File: src/rtl/rsa_pkg.sv
// ============================================================================
// Module  : rsa_pkg
// Brief   : Shared types and index-width helper for the RSA datapath blocks.
// Revision: 1.0  initial release
// ============================================================================
`default_nettype none

package rsa_pkg;

  typedef enum logic [2:0] {
    MMM_IDLE  = 3'd0,
    MMM_LOAD  = 3'd1,
    MMM_ITER  = 3'd2,
    MMM_FINAL = 3'd3,
    MMM_DONE  = 3'd4,
    MMM_FLUSH = 3'd5
  } mmm_state_t;

  // Bit-index width for a WIDTH-bit operand; shared with the exponentiation controller.
  function automatic int idx_width(input int width);
    return (width < 2) ? 1 : $clog2(width);
  endfunction

endpackage

`default_nettype wire

File: src/rtl/mmm_ctrl.sv
// ============================================================================
// Module  : mmm_ctrl
// Brief   : Sequencer for one bit-serial Montgomery multiplication.
// Revision: 1.0  initial release
// ============================================================================
`default_nettype none

module mmm_ctrl
  import rsa_pkg::*;
#(
  parameter int WIDTH = 4,
  parameter int IW    = idx_width(WIDTH)
) (
  input  logic          clk,
  input  logic          rstb,
  input  logic          ena,
  input  logic          start,
  input  logic          abort,
  input  logic          ge_m,
  output logic          busy,
  output logic          done,
  output logic          dp_ena,
  output logic          dp_load,
  output logic          dp_clear,
  output logic          dp_sub,
  output logic [IW-1:0] bit_idx
);

  localparam logic [IW-1:0] c_last_idx = IW'(WIDTH - 1);

  mmm_state_t    r_state;
  mmm_state_t    w_state_nxt;
  logic [IW-1:0] r_cnt;
  logic [IW-1:0] w_cnt_nxt;

  logic w_done;
  logic w_dp_ena;
  logic w_dp_load;
  logic w_dp_zero;
  logic w_dp_sub;

  // State register: everything holds while ena is low.
  always_ff @(posedge clk) begin
    if (!rstb) begin
      r_state <= MMM_IDLE;
      r_cnt   <= '0;
    end else if (ena) begin
      r_state <= w_state_nxt;
      r_cnt   <= w_cnt_nxt;
    end
  end

  // Counter is zero outside ITER, so it is always clean on entry.
  always_comb begin
    w_state_nxt = r_state;
    w_cnt_nxt   = '0;
    case (r_state)
      MMM_IDLE: begin
        if (start && !abort) w_state_nxt = MMM_LOAD;
      end
      MMM_LOAD: begin
        w_state_nxt = abort ? MMM_FLUSH : MMM_ITER;
      end
      MMM_ITER: begin
        if (abort) begin
          w_state_nxt = MMM_FLUSH;
        end else if (r_cnt == c_last_idx) begin
          w_state_nxt = MMM_FINAL;
        end else begin
          w_cnt_nxt = r_cnt + 1'b1;
        end
      end
      MMM_FINAL: begin
        w_state_nxt = abort ? MMM_FLUSH : MMM_DONE;
      end
      MMM_DONE:  w_state_nxt = MMM_IDLE;
      MMM_FLUSH: w_state_nxt = MMM_IDLE;
      default:   w_state_nxt = MMM_IDLE;
    endcase
  end

  always_comb begin
    w_done    = 1'b0;
    w_dp_ena  = 1'b0;
    w_dp_load = 1'b0;
    w_dp_zero = 1'b0;
    w_dp_sub  = 1'b0;
    bit_idx   = '0;
    case (r_state)
      MMM_LOAD: begin
        w_dp_ena  = 1'b1;
        w_dp_load = 1'b1;
      end
      MMM_ITER: begin
        w_dp_ena = 1'b1;
        bit_idx  = r_cnt;
      end
      MMM_FINAL: begin
        w_dp_ena = 1'b1;
        w_dp_sub = ge_m;
      end
      MMM_DONE: begin
        w_done = 1'b1;
      end
      MMM_FLUSH: begin
        w_dp_ena  = 1'b1;
        w_dp_zero = 1'b1;
      end
      default: begin
        w_done = 1'b0;
      end
    endcase
  end

  assign busy     = (r_state != MMM_IDLE);
  assign done     = w_done    & ena;
  assign dp_ena   = w_dp_ena  & ena;
  assign dp_load  = w_dp_load & ena;
  assign dp_sub   = w_dp_sub  & ena;
  // dp_clear is active-low toward the datapath.
  assign dp_clear = !(w_dp_zero & ena);

endmodule

`default_nettype wire

File: config.mk
export PLATFORM = sky130hd
export DESIGN_NAME = mmm_ctrl
export DESIGN_NICKNAME = d
export VERILOG_FILES = /design/src/rtl/rsa_pkg.sv /design/src/rtl/mmm_ctrl.sv
export SDC_FILE = /design/constraint.sdc
export NUM_CORES = 1
export LEC_CHECK = 0
export ABC_AREA = 1
export CAP_MARGIN = 20
export CORE_AREA = 4 4 41 43
export DETAILED_ROUTE_END_ITERATION = 16
export DIE_AREA = 0 0 45 47
export HOLD_SLACK_MARGIN = 0.12
export PLACE_DENSITY = 0.53
export SYNTH_ARGS = -nofsm -noshare
export SYNTH_HDL_FRONTEND = slang
export SYNTH_SLANG_ARGS = --single-unit
export TNS_END_PERCENT = 30
File: constraint.sdc
create_clock -name clk -period 2.35 [get_ports clk]
set_clock_uncertainty 0.2 [all_clocks]
set_input_delay 0.47 -clock clk [delete_from_list [all_inputs] [get_ports clk]]
set_output_delay 0.47 -clock clk [all_outputs]
set_load 0.05 [all_outputs]
=== Word level (Yosys, flattened, before mapping) ===
Cells that the tools add are included.

* Bits in registers: 5
* Input port bits: 6
* Output and inout bits: 8
* Word-level logic and storage cells: 38

* Add/sub/neg operators: 1
* Equality and inequality tests: 8
* Multiplexer cells: 15
* Bitwise logic cells: 5
* Reductions and logical operators: 7

{| class="wikitable"
|+ Operators with widths
! cell !! count
|-
| 3-bit 2-to-1 mux || 4
|-
| 3-bit one-hot mux with 4 select lines || 1
|-
| 2-bit 2-to-1 mux || 4
|-
| 3-bit by 2-bit == test with 1-bit output (second input constant) || 2
|-
| 3-bit == test (second input constant) || 2
|-
| 1-bit 2-to-1 mux || 6
|-
| 1-bit bitwise AND || 5
|-
| 4-bit OR reduction || 1
|-
| 3-bit by 1-bit == test with 1-bit output (second input constant) || 1
|-
| 3-bit zero test || 1
|-
| 3-bit inequality test (second input constant) || 1
|-
| 3-bit AND reduction || 1
|-
| 3-bit nonzero test || 1
|-
| 2-bit by 1-bit adder with 2-bit output (second input constant) || 1
|-
| 2-bit == test (second input constant) || 1
|-
| 1-bit zero test || 2
|-
| 2-bit inequality test (second input constant) || 1
|-
| 1-bit logical AND || 1
|}

=== Depth between registers and ports, before layout ===
* Depth in word-level cells: 4
* Mapped depth: 8
* Gate-level depth less buffers: 8

=== Worst setup path after synthesis ===
Ideal clock, no wire load.

* Path kind: input port to output port
* From: input port ena
* To: output port done
* Data arrival time: 1.745 ns
* Data required time: 1.680 ns
* Slack: -0.065 ns
* Stages: 3
* Cells stage by stage: buf_2 > nand2_1 > nor3_1

* Word-level cells in the longest chain between the ends: 1

{| class="wikitable"
|+ RTL lines
! element !! line !! RTL
|-
| from (decl) || mmm_ctrl.sv:16 || <nowiki>input logic ena,</nowiki>
|-
| 1-bit bitwise AND || mmm_ctrl.sv:116 || <nowiki>assign done = w_done & ena;</nowiki>
|-
| to (decl) || mmm_ctrl.sv:21 || <nowiki>output logic done,</nowiki>
|}

No other way between the ends.

=== Worst setup path after layout ===
Ends and elaborated chain as after synthesis.

==> results.json <==
{
  "synth_edf_count": 0,
  "ys_ff_latch": 5,
  "combPwrFrac": 0.424,
  "wire_per_inst_um": 10.9,
  "place_area_um2": 619,
  "syn-cell-area_um2": 395,
  "powerDensity_nw_per_um2": 550,
  "path_clk_slew_ns": 0.04,
  "min-delay-path-class": "flop to flop",
  "drv_slew": 0,
  "synth_ff_type": "dfxtp_1",
  "drive_gt1_frac": 0.397,
  "fin_ws_ns": 0.163,
  "num_vias": 413,
  "port_buffers": 13,
  "dp_hpwl_um": 831,
  "grt_pass1_wl_um": 1680,
  "endpoint_kind": "output port",
  "clkLatencyLatePin_ns": 0.25,
  "yosysTopAreaCell": "dfxtp_1",
  "syn_to_final_growth_pct": 63.3,
  "synth_seq_area_share": 0.253,
  "swShare": 0.401,
  "pwr-share-clk": 0.289,
  "synth_area_per_cell_um2": 6.48,
  "yosys_warnings": 0,
  "grt_pass1_vias": 394,
  "critical_path_arrival_ns": 1.52,
  "h-tree-depth": 1,
  "initial_core_util": 0.304,
  "async_flop_share": 0,
  "p_leak_nw": 0.282,
  "cts_hold_buf": 0,
  "fmax_ghz": 0.457,
  "syn-num-nets": 68,
  "clkSinkCount": 5,
  "overflow": 0,
  "row_count": 13,
  "fin_crit_sh": 0.930,
  "fp.dieArea_um2": 2120,
  "slew_headroom": 0.822,
  "fin_util": 0.496,
  "place_congestion": 0.739,
  "cts_buffers": 3,
  "required_ns": 1.68,
  "fin_nets": 86,
  "via_per_inst": 4.44,
  "seqPwrFrac": 0.287,
  "die_h_um": 47,
  "coreArea_um2": 1300,
  "drt-total-wl_um": 1010,
  "post_cts_resized": 0,
  "drtIter0Drc": 4,
  "tightest_slew_ns": 0.265,
  "start_kind": "primary input",
  "p_sw_w": 0.000142,
  "fin_setup_tns_ns": 0,
  "postLayoutCellArea_um2": 646,
  "firstDrtPassIters": 4,
  "reg2reg_slack_ns": 1.00,
  "num_antenna_cells": 0,
  "synth_area_leaders": "dfxtp_1 (25%), nand2_1 (15%), nand3_2 (7.6%)",
  "maxCapViolCount": 0,
  "post_cts_buffers": 0,
  "synth_top_cells_by_count": "nand2_1 (16), nor2_1 (7), dfxtp_1 (5), inv_2 (5), inv_1 (4)",
  "grt_max_degree": 6,
  "drc_errors": 0,
  "grt_util_all_layers": 0.119,
  "outcome": "completed",
  "ios": 14,
  "yosysTopAreaCellShare": 0.253,
  "netlist_instances": 61,
  "power_w": 0.000355,
  "synthDistinctLibCells": 19,
  "internal-power_w": 0.000213,
  "critPathMaxFanout": 5,
  "rsz0062_at_grt": "no",
  "post-place-ws_ns": 0.159,
  "clockBufferDepth": 2,
  "hold_violations": 0,
  "tritoncts": "done",
  "ant_nets": 0,
  "grt_antenna_before_repair": 0,
  "ctsRootBufferMaster": "clkbuf_4",
  "ir_worst_vdd_mv": 0.291,
  "worstSetupPathType": "primary input to output port",
  "period_minus_slack_ns": 2.19,
  "synth.most_common_cell": "nand2_1",
  "fp.dieW_um": 45,
  "setup_violations": 0
}
==> worst paths after layout <==
path | cells past startpoint | endpoint | startpoint
setup / recovery | 4 | done | ena
hold / removal | 2 | r_cnt[1] | r_cnt[1]
setup reg to reg | 8 | r_state[1] | r_state[0]
hold reg to reg | 2 | r_cnt[1] | r_cnt[1]
==> flip-flops by register name, indices dropped and copies added, names as in the netlist <==
name,flops
r_state,3
r_cnt,2
==> layer usage <==
| metal | up-vias | wire (um) | share of wire | global-route usage |
|---|---|---|---|---|
| met5 | - | 0 | 0 | 0 |
| met1 | 175 | 502 | 0.50 | 0.153 |
| met3 | 3 | 45 | 0.044 | 0.0383 |
| li1 | 225 | - | - | - |
| met4 | 0 | 28 | 0.028 | 0.105 |
| met2 | 10 | 437 | 0.43 | 0.158 |
==> final cells by class <==
type,count,area (um2)
clock buffers,4,26.3
fillers,144,656
flip-flops and latches,5,100
well taps,15,18.8
inverters,9,33.8
multi-input cells,46,262
repair buffers,14,205
==> placed cells by master, fill, tap and decap left out, drive strengths merged <==
| master | count |
|---|---|
| a21oi | 3 |
| buf | 9 |
| clkbuf | 4 |
| clkdlybuf4s50 | 5 |
| dfxtp | 5 |
| ha | 1 |
| inv | 9 |
| nand2 | 18 |
| nand3 | 6 |
| nor2 | 12 |
| nor3 | 1 |
| o21a | 1 |
| o21ai | 4 |
==> metrics by stage <==
stage / instances / hold slack [ns]
2_1_floorplan: 61 / 0.267
3_3_place_gp: 89 / 0.298
3_5_place_dp: 89 / 0.292
4_1_cts: 93 / 0.301
5_1_grt: 93 / 0.336
6_report: 93 / 0.302
==> critical path, stage by stage <==
cell	delay [ns]
clkdlybuf4s50_1	0.55
nand2_1	0.13
nor3_2	0.20
buf_12	0.17
==> kinds of logic after synthesis <==
kind of cell | after synthesis | synth area share
AO/OA/AOI/OAI | 8 | 0.136
adder cells (fa/ha/maj) | 1 | 0.0316
flip-flops | 5 | 0.253
AND/OR/NAND/NOR | 37 | 0.481
buffers and inverters | 10 | 0.0981
==> power groups by stage <==
| stage | clock network (W) | logic (W) | registers, W |
|---|---|---|---|
| 5_1_grt | 0.000110 | 0.000165 | 0.000103 |
| 3_5_place_dp | 0 | 0.000151 | 0.000104 |
| 4_1_cts | 0.000106 | 0.000152 | 0.000102 |
| 2_1_floorplan | 0 | 0.000101 | 0.000101 |
| 6_report | 0.000102 | 0.000151 | 0.000102 |
| 3_3_place_gp | 0 | 0.000152 | 0.000104 |
(Power assumes the default switching activity.)
